==> src/rtl/alu_pkg.sv <==
// Shared definitions for the handshaked parametrised ALU: opcodes, FSM states,
// flag bit positions and a flag-packing helper.
package alu_pkg;

  localparam logic [2:0] OP_ADD = 3'b000;
  localparam logic [2:0] OP_SUB = 3'b001;
  localparam logic [2:0] OP_MUL = 3'b010;
  localparam logic [2:0] OP_NE  = 3'b011;
  localparam logic [2:0] OP_AND = 3'b100;
  localparam logic [2:0] OP_OR  = 3'b101;
  localparam logic [2:0] OP_XOR = 3'b110;
  localparam logic [2:0] OP_NOT = 3'b111;

  typedef enum logic [1:0] {
    IDLE = 2'b00,
    MUL  = 2'b01,
    RESP = 2'b10
  } state_e;

  localparam int unsigned FLAG_ZERO  = 0;
  localparam int unsigned FLAG_NEG   = 1;
  localparam int unsigned FLAG_OVF   = 2;
  localparam int unsigned FLAG_CARRY = 3;

  // Place the four status bits at their fixed positions in the flags vector.
  function automatic logic [3:0] pack_flags(input logic carry, input logic ovf,
                                            input logic neg, input logic zero);
    logic [3:0] f;
    f             = '0;
    f[FLAG_CARRY] = carry;
    f[FLAG_OVF]   = ovf;
    f[FLAG_NEG]   = neg;
    f[FLAG_ZERO]  = zero;
    return f;
  endfunction

endpackage

==> src/rtl/alu_seq_mul.sv <==
// Iterative shift-add unsigned multiplier. The first partial product is folded
// into the start cycle, so done is high WIDTH-1 cycles after start and the
// consumer registering the product on that edge sees it WIDTH edges after start.
module alu_seq_mul #(
  parameter int unsigned WIDTH = 8
) (
  input  logic                 Clk,
  input  logic                 Rst,
  input  logic                 start,
  input  logic [WIDTH-1:0]     A,
  input  logic [WIDTH-1:0]     B,
  output logic                 done,
  output logic [2*WIDTH-1:0]   product
);

  localparam int unsigned CNT_W = $clog2(WIDTH + 1);

  logic [2*WIDTH-1:0] r_acc;
  logic [2*WIDTH-1:0] r_mcand;
  logic [WIDTH-1:0]   r_mplier;
  logic [CNT_W-1:0]   r_cnt;
  logic               r_busy;
  logic               w_done;

  assign w_done  = r_busy && (r_cnt == CNT_W'(WIDTH));
  assign done    = w_done;
  assign product = r_acc;

  // Load operands on start, then add one shifted partial product per cycle.
  always_ff @(posedge Clk) begin
    if (Rst) begin
      r_acc    <= '0;
      r_mcand  <= '0;
      r_mplier <= '0;
      r_cnt    <= '0;
      r_busy   <= 1'b0;
    end else if (start) begin
      r_acc    <= B[0] ? {{WIDTH{1'b0}}, A} : '0;
      r_mcand  <= {{(WIDTH-1){1'b0}}, A, 1'b0};
      r_mplier <= B >> 1;
      r_cnt    <= CNT_W'(1);
      r_busy   <= 1'b1;
    end else if (w_done) begin
      r_busy   <= 1'b0;
    end else if (r_busy) begin
      if (r_mplier[0]) begin
        r_acc <= r_acc + r_mcand;
      end
      r_mcand  <= r_mcand << 1;
      r_mplier <= r_mplier >> 1;
      r_cnt    <= r_cnt + CNT_W'(1);
    end
  end

endmodule

==> src/rtl/alu_hs_param.sv <==
// Handshaked WIDTH-bit ALU: single-cycle datapath for all ops except MUL,
// which runs on the iterative multiplier. One result is held in RESP until
// the sink takes it; a new op may be accepted in that same cycle.
module alu_hs_param
  import alu_pkg::*;
#(
  parameter int unsigned WIDTH = 8
) (
  input  logic             Clk,
  input  logic             Rst,
  input  logic             in_valid,
  output logic             in_ready,
  input  logic [WIDTH-1:0] A,
  input  logic [WIDTH-1:0] B,
  input  logic [2:0]       sel,
  output logic             out_valid,
  input  logic             out_ready,
  output logic [WIDTH-1:0] out,
  output logic [WIDTH-1:0] hi,
  output logic [3:0]       flags
);

  state_e r_state;
  state_e w_state_next;

  logic [WIDTH-1:0]   r_out;
  logic [WIDTH-1:0]   r_hi;
  logic [3:0]         r_flags;

  logic               w_accept;
  logic               w_is_mul;
  logic               w_mul_start;
  logic               w_mul_done;
  logic [2*WIDTH-1:0] w_prod;
  logic [3:0]         w_mul_flags;

  logic [WIDTH:0]     w_sum;
  logic [WIDTH:0]     w_diff;
  logic [WIDTH-1:0]   w_res;
  logic               w_carry;
  logic               w_ovf;
  logic [3:0]         w_flags;

  assign in_ready    = (r_state == IDLE) || ((r_state == RESP) && out_ready);
  assign out_valid   = (r_state == RESP);
  assign w_accept    = in_valid && in_ready;
  assign w_is_mul    = (sel == OP_MUL);
  assign w_mul_start = w_accept && w_is_mul;

  assign out   = r_out;
  assign hi    = r_hi;
  assign flags = r_flags;

  alu_seq_mul #(
    .WIDTH (WIDTH)
  ) u_mul (
    .Clk     (Clk),
    .Rst     (Rst),
    .start   (w_mul_start),
    .A       (A),
    .B       (B),
    .done    (w_mul_done),
    .product (w_prod)
  );

  assign w_mul_flags = pack_flags(|w_prod[2*WIDTH-1:WIDTH], 1'b0, w_prod[2*WIDTH-1],
                                  w_prod == '0);

  // Single-cycle result and flags for every op except MUL.
  always_comb begin
    w_sum   = {1'b0, A} + {1'b0, B};
    w_diff  = {1'b0, A} - {1'b0, B};
    w_res   = '0;
    w_carry = 1'b0;
    w_ovf   = 1'b0;
    case (sel)
      OP_ADD: begin
        w_res   = w_sum[WIDTH-1:0];
        w_carry = w_sum[WIDTH];
        w_ovf   = (A[WIDTH-1] == B[WIDTH-1]) && (w_sum[WIDTH-1] != A[WIDTH-1]);
      end
      OP_SUB: begin
        w_res   = w_diff[WIDTH-1:0];
        w_carry = w_diff[WIDTH];  // borrow out
        w_ovf   = (A[WIDTH-1] != B[WIDTH-1]) && (w_diff[WIDTH-1] != A[WIDTH-1]);
      end
      OP_NE:   w_res = {{(WIDTH-1){1'b0}}, (A != B)};
      OP_AND:  w_res = A & B;
      OP_OR:   w_res = A | B;
      OP_XOR:  w_res = A ^ B;
      OP_NOT:  w_res = ~A;
      default: w_res = '0;  // MUL result comes from the multiplier
    endcase
    w_flags = pack_flags(w_carry, w_ovf, w_res[WIDTH-1], w_res == '0);
  end

  // Next-state logic; any unused encoding falls back to IDLE.
  always_comb begin
    w_state_next = r_state;
    case (r_state)
      IDLE: begin
        if (w_accept) begin
          w_state_next = w_is_mul ? MUL : RESP;
        end
      end
      MUL: begin
        if (w_mul_done) begin
          w_state_next = RESP;
        end
      end
      RESP: begin
        if (out_ready) begin
          if (!in_valid) begin
            w_state_next = IDLE;
          end else begin
            w_state_next = w_is_mul ? MUL : RESP;
          end
        end
      end
      default: w_state_next = IDLE;
    endcase
  end

  // State register.
  always_ff @(posedge Clk) begin
    if (Rst) begin
      r_state <= IDLE;
    end else begin
      r_state <= w_state_next;
    end
  end

  // Result registers: load on non-MUL accept or on multiplier completion, else hold.
  always_ff @(posedge Clk) begin
    if (Rst) begin
      r_out   <= '0;
      r_hi    <= '0;
      r_flags <= '0;
    end else if (w_accept && !w_is_mul) begin
      r_out   <= w_res;
      r_hi    <= '0;
      r_flags <= w_flags;
    end else if ((r_state == MUL) && w_mul_done) begin
      r_out   <= w_prod[WIDTH-1:0];
      r_hi    <= w_prod[2*WIDTH-1:WIDTH];
      r_flags <= w_mul_flags;
    end
  end

endmodule

==> config.mk <==
export PLATFORM = sky130hd
export DESIGN_NAME = alu_hs_param
export DESIGN_NICKNAME = d
export VERILOG_FILES = /design/src/rtl/alu_pkg.sv /design/src/rtl/alu_seq_mul.sv /design/src/rtl/alu_hs_param.sv
export SDC_FILE = /design/constraint.sdc
export NUM_CORES = 1
export LEC_CHECK = 0
export BUFFER_PORTS_ARGS = -buffer_cell sky130_fd_sc_hd__buf_2
export CAP_MARGIN = 25
export CORE_MARGIN = 2
export CORE_UTILIZATION = 27
export DETAILED_ROUTE_END_ITERATION = 8
export GPL_TIMING_DRIVEN = 1
export PLACE_DENSITY = 0.46
export SETUP_SLACK_MARGIN = 0.05
export SLEW_MARGIN = 20
export SYNTH_ARGS = -nofsm -noshare
export SYNTH_HDL_FRONTEND = slang
export SYNTH_HIERARCHICAL = 1
export SYNTH_SLANG_ARGS = --single-unit
==> constraint.sdc <==
create_clock -name Clk -period 2.7 [get_ports Clk]
set_input_delay 0.27 -clock Clk [delete_from_list [all_inputs] [get_ports Clk]]
set_output_delay 0.27 -clock Clk [all_outputs]
set_load 0.01 [all_outputs]
==> results of run 1 <==
stage by stage:
step	cell area, um^2	cells	utilization (%)
finish	5425	880	32.83
global route	5425	880	32.83
CTS	5425	880	32.83
detailed placement	5122	864	31.00
global placement	5122	864	31.00
floorplan	4557	606	-
logic make-up (layout without fill, tap and decap cells):
family          Yosys count  count (layout)  share of synthesized area [%]
compound gates          180             180                          25.45
xor+xnor                 14              14                          2.691
fa+ha+maj                44              44                          12.58
buf+inv                  66             120                          5.848
flops                    65              65                          28.56
mux                       9               9                          2.334
simple gates            228             228                          22.54
registers in the layout (all words and copies together) (netlist names):
register	cells
r_state	2
flags	4
u_mul/product	16
u_mul/r_mplier	7
out	8
u_mul/r_mcand	15
u_mul/r_busy	1
u_mul/r_cnt	4
hi	8
worst max path at each step:
stage | start | endpoint | slack [ns] | cells after the start
6_report | u_mul/r_mcand[1]$_SDFFE_PP0P_ | u_mul/product[15]$_SDFFE_PP0P_ | 0.22 | 10
5_1_grt | u_mul/r_mcand[1]$_SDFFE_PP0P_ | u_mul/product[15]$_SDFFE_PP0P_ | 0.09 | 10
4_1_cts | u_mul/r_mcand[1]$_SDFFE_PP0P_ | u_mul/product[15]$_SDFFE_PP0P_ | 0.23 | 10
3_5_place_dp | A[6] | flags[0]$_SDFFE_PP0P_ | 0.07 | 9
3_3_place_gp | A[3] | out[7]$_SDFFE_PP0P_ | 0.12 | 10
2_1_floorplan | u_mul/product[1]$_SDFFE_PP0P_ | u_mul/product[9]$_SDFFE_PP0P_ | 0.42 | 10
power groups by stage:
stage                     clock (mW)  combinational, mW  sequential (mW)
after floorplan                    0              0.283             1.03
after global placement             0              0.454             1.03
after detailed placement           0              0.456             1.03
after CTS                       1.24              0.458             1.01
after global routing            1.28              0.512             1.01
final                           1.20              0.460             1.01
cell type report:
cell class | instances | share of cell area [%]
Timing Repair Buffer | 73 | 8.072
Clock inverter | 7 | 1.430
Inverter | 31 | 2.145
Sequential cell | 65 | 23.99
Tap cell | 220 | 5.074
Clock buffer | 9 | 4.151
Multi-Input combinational cell | 475 | 55.14
worst min-delay path, stage by stage:
cell     delay (ns)
buf_2          0.12
a21oi_1        0.07
nor2_1         0.07
per-layer routing:
layer	track usage (%)	vias up	wire, um
met4	6.915	0	382
met5	0	-	0
met2	24.13	129	6022
li1	-	2243	-
met1	23.04	2050	7050
met3	3.061	20	622
cell usage in the layout (no fill, tap or decap), drive strengths merged, types with 2 or more instances in the layout:
master,instances
fa,3
a311oi,7
a211oi,21
inv,33
o31ai,3
or3,3
o22ai,2
nor4,6
nand2b,4
nand2,93
xor2,6
and2,5
dfxtp,65
o211ai,6
o21ai,20
clkbuf,9
a22o,7
a21oi,76
a21o,9
clkinv,3
mux2,3
nor3,12
or2,3
ha,41
nand4,4
mux2i,5
nor2,71
or4,3
xnor2,8
nand3,7
a22oi,2
nand3b,3
a211o,2
a311o,2
buf,73
nor3b,3
o21bai,3
o21a,9
nor2b,7
a2111oi,3
==> reports/qor.yml, run 1 <==
global_route:
  grt_pass1_wl_um: 22930
  grt_overflow_total: 0
  antenna_found_initial: 0
  first_global_vias: 4246
  grtUsageTotal_pct: 16.29
  grt_max_degree: 27
worst_setup_path:
  cpMaxStageDelayCell: "fa_1"
  rr_endpoint: "u_mul/product[15]$_SDFFE_PP0P_"
  cp.arrival_ns: 2.73
  crit_chain: "ha_1, inv_1, fa_1, nor2b_4, o31a_1, o31ai_1, a21oi_1, mux2i_1, a21oi_1, nor3b_1"
  start_kind: "flop"
  cp-end-kind: "flop"
  r2r_start: "u_mul/r_mcand[1]$_SDFFE_PP0P_"
  critical_path_class: "flop to flop"
  rrSetupSlack_ns: 0.22
  crit_required_ns: 2.96
  crit_family: "compound AO/OA/AOI/OAI gates"
  path_buf_inv: 1
  critPathMostFrequentCell: "a21oi_1"
  crit_path_max_fanout: 3
  rr_worst_depth: 10
  max_stage_delay_ns: 0.42
floorplan:
  dieArea_um2: 17930
  coreArea_um2: 16520
  ios: 45
  die_w_um: 133.9
  fp.dieH_um: 133.9
  core.rowCount: 47
  start_util_pct: 27.58
worst_hold_path:
  hold_path.class: "primary input to flop"
  hold_path_startpoint: "B[3]"
  holdPathStages: 3
  min_to: "u_mul/r_mplier[2]$_SDFFE_PP0P_"
logic_synthesis:
  synth_largest_area_cell: "dfxtp_1"
  synth_area_leaders: "dfxtp_1 (29%), ha_1 (11%), a21oi_1 (8.2%)"
  synth_top_area_share_pct: 28.56
  yosysMostFrequentCell: "nand2_1"
  synthCells: 606
  synth_commonest_cells: "nand2_1 (93), a21oi_1 (75), nor2_1 (71), dfxtp_1 (65), ha_1 (41)"
  ys_ff_latch: 65
  synth_edf_count: 0
  ys_seq_area_share_pct: 28.56
  ys.flop_type: "dfxtp_1"
  syn-cell-area_um2: 4557
  synth_nets: 673
  yosysUniqueCellTypes: 62
  ys_warn_count: 6
  synth.avg_cell_area_um2: 7.520
  synthArstFlopShare_pct: 0
finish:
  final-seq-area_um2: 1301
  layout-drive-gt1-share_pct: 15.30
  layout.nets: 722
  antenna_cells: 0
  areaGrowthSynthToFinish_pct: 19.06
  multi_input_area_um2: 2992
  nFillCells: 1758
power_and_ir_drop:
  pwr-share-clk_pct: 45.1
  switching_share_pct: 29.10
  p_switching_uw: 776.7
  power_density_nw_per_um2: 492.0
  p_seq_share_pct: 37.7
  p_comb_share_pct: 17.3
  total_power_mw: 2.669
  ir_drop_uv: 297.1
  cellLeakagePower_nw: 2.266
  internal_power_mw: 1.892
clocking:
  cts_hold_buf: 0
  numCtsBuffers: 9
  clk_latency_ns: 0.34
  cts_sinks: 65
  post_cts_resized: 0
  cts_buffer_depth: 2
  clk_pin_slew_ns: 0.06
  htreeDepth: 3
  cts_tree: "yes"
  root_buffer: "clkbuf_16"
  postCtsSetupBuffers: 0
detailed_routing:
  dr.pass1.iters: 4
  ant_nets: 0
  avgViaCountPerCell: 5.048
  route.detailed.drc: 0
  num_vias: 4442
  drt_iter0_drc: 300
  wl_per_cell_um: 16.00
  routed_wl_um: 14080
sta:
  max_freq_ghz: 0.4040
  fin_hold_ws_ns: 0.2216
  setup_viol: 0
  hold_viol_final: 0
  grt_setup_unrepaired: "no"
  setup_ws_ns: 0.2246
  min_period_ns: 2.475
  tightest_slew_ns: 0.7452
  period_share_pct: 91.68
  finalMaxSlewViolations: 0
  slew_headroom_pct: 50.20
  finalSetupTns_ns: 0
  skew_ns: 0.004933
placement:
  hpwl_um: 11060
  io_buffers: 44
  place_congestion: 0.9487
  pre_cts_ws_ns: 0.06604
job:
  drv_cap: 0
run_status:
  outcome: "finished clean"
No activity file was read; power rests on OpenSTA's default activity.
==> run 2, diff against run 1 <==
==> constraint.sdc (replaced) <==
create_clock -name Clk -period 2.49 [get_ports Clk]
set_input_delay 0.249 -clock Clk [delete_from_list [all_inputs] [get_ports Clk]]
set_output_delay 0.249 -clock Clk [all_outputs]
set_load 0.05 [all_outputs]
==> run 2 against run 1 <==
Sequential cell count stayed put. Wire length is 0.13% lower. Clock power up 24%. Via count up 2.0%. Sequential power is 8% higher. Critical path depth unchanged. Worst setup slack got worse by 0.13 ns. Highest routed layer unchanged. Combinational power rose by 33%. Count of clock-buffer cells in the layout is 2 higher. Register-to-register slack worse by 0.13 ns. Worst hold slack improved by 0.056 ns. Sequential share of layout area fell by 1.3 points.
==> reports/qor.yml, run 2 (same netlist as run 1, synthesis figures left out) <==
worst_hold_path:
  hold_path.class: "primary input to flop"
power_and_ir_drop:
  power_density_nw_per_um2: 556.5
  cellLeakagePower_nw: 2.458
  ir_drop_uv: 292.9
finish:
  finalNonFillerCells: 913
  layout.nets: 756
  mostFrequentLayoutCells: "nand2_1 (93), a21oi_1 (75), nor2_1 (69)"
  layout-drive-gt1-share_pct: 20.06
  antenna_cells: 0
  final_common_cell: "nand2_1"
  largest_reg_flops: 16
  areaGrowthSynthToFinish_pct: 25.92
global_route:
  antenna_found_initial: 0
  grt_pass1_wl_um: 23090
  grt_max_degree: 35
  grt_overflow_total: 0
  first_global_vias: 4237
  grtUsageTotal_pct: 16.32
worst_setup_path:
  start_kind: "flop"
  cp-end-kind: "flop"
  cp.arrival_ns: 2.62
  crit_path_max_fanout: 3
  critical_path_class: "flop to flop"
  crit_required_ns: 2.72
floorplan:
  dieArea_um2: 17930
  ios: 45
  fp.dieH_um: 133.9
  core.rowCount: 47
  start_util_pct: 27.58
  die_w_um: 133.9
  coreArea_um2: 16520
detailed_routing:
  ant_nets: 0
  avgViaCountPerCell: 4.962
  route.detailed.drc: 0
  routed_wl_um: 14060
  wl_per_cell_um: 15.40
  dr.pass1.iters: 5
  num_vias: 4530
  drt_iter0_drc: 270
run_status:
  outcome: "finished clean"
sta:
  setup_ws_ns: 0.09953
  skew_ns: 0.005173
  max_freq_ghz: 0.4183
  setup_viol: 0
  fin_hold_ws_ns: 0.2775
  tightest_slew_ns: 0.6365
  finalMaxSlewViolations: 0
  slew_headroom_pct: 57.57
  min_period_ns: 2.390
  hold_viol_final: 0
  period_share_pct: 96.00
  grt_setup_unrepaired: "yes"
clocking:
  htreeDepth: 3
  cts_sinks: 65
  cts_tree: "yes"
  cts_buffer_depth: 2
  clk_latency_ns: 0.33
  numCtsBuffers: 9
  root_buffer: "clkbuf_16"
  clk_pin_slew_ns: 0.06
placement:
  hpwl_um: 11150
  pre_cts_ws_ns: -0.04880
  dp_cells: 893
  io_buffers: 44
  place_congestion: 0.9269
job:
  drv_cap: 0
[run 2: layout make-up]
cell class,instances,area [um^2]
Timing Repair Buffer,107,693.2
Tap cell,220,275.3
Clock inverter,4,98.84
Fill cell,1767,10790
Multi-Input combinational cell,475,2999
Clock buffer,11,252.7
Inverter,31,116.4
Sequential cell,65,1303
[run 2: final timing paths]
check,from,to,slack (ns),cells after the start
setup / recovery,u_mul/r_mcand[1]$_SDFFE_PP0P_,u_mul/product[9]$_SDFFE_PP0P_,0.1,10
hold / removal,B[3],u_mul/r_mplier[2]$_SDFFE_PP0P_,0.28,4
setup reg to reg,u_mul/r_mcand[1]$_SDFFE_PP0P_,u_mul/product[9]$_SDFFE_PP0P_,0.1,10
hold reg to reg,hi[2]$_SDFFE_PP0P_,hi[2]$_SDFFE_PP0P_,0.45,2
[run 2: timing repair]
action,in CTS,in global routing
resized for setup,0,4
buffers inserted,0,5
endpoints found under the hold margin,0,0
hold buffers,0,0
endpoints found under the setup margin,0,2
[run 2: through the flow]
stage	instance area (um^2)	util, %	power, mW	setup TNS (ns)
floorplan	4559	-	1.479	0
detailed placement	5343	32.33	1.721	-0.1088
global placement	5343	32.33	1.723	-0.1906
CTS	5694	34.46	3.232	0
global route	5738	34.72	3.343	0
finish	5738	34.72	3.193	0
[run 2: where the power goes]
| group | total [mW] | leakage, nW | internal, mW | switching, mW |
|---|---|---|---|---|
| Combinational | 0.612 | 1.76 | 0.241 | 0.371 |
| Sequential | 1.09 | 0.528 | 1.07 | 0.0220 |
| Clock | 1.49 | 0.172 | 1.03 | 0.459 |
| Total | 3.19 | 2.46 | 2.34 | 0.852 |
[run 2: critical path: stages, from the launching register on]
cell	delay, ns
dfxtp_2	0.32
ha_2	0.19
inv_2	0.06
fa_2	0.23
nor2b_4	0.05
o31a_1	0.33
o21a_1	0.21
o21a_1	0.19
o21a_1	0.18
or3_1	0.31
a32o_1	0.22
[run 2: metal layers]
metal | up-vias | wire (um) | global-route usage [%]
li1 | 2295 | - | -
met1 | 2102 | 7121 | 23.67
met2 | 117 | 6064 | 24.67
met3 | 16 | 641 | 2.230
met4 | 0 | 233 | 5.733
met5 | - | 0 | 0
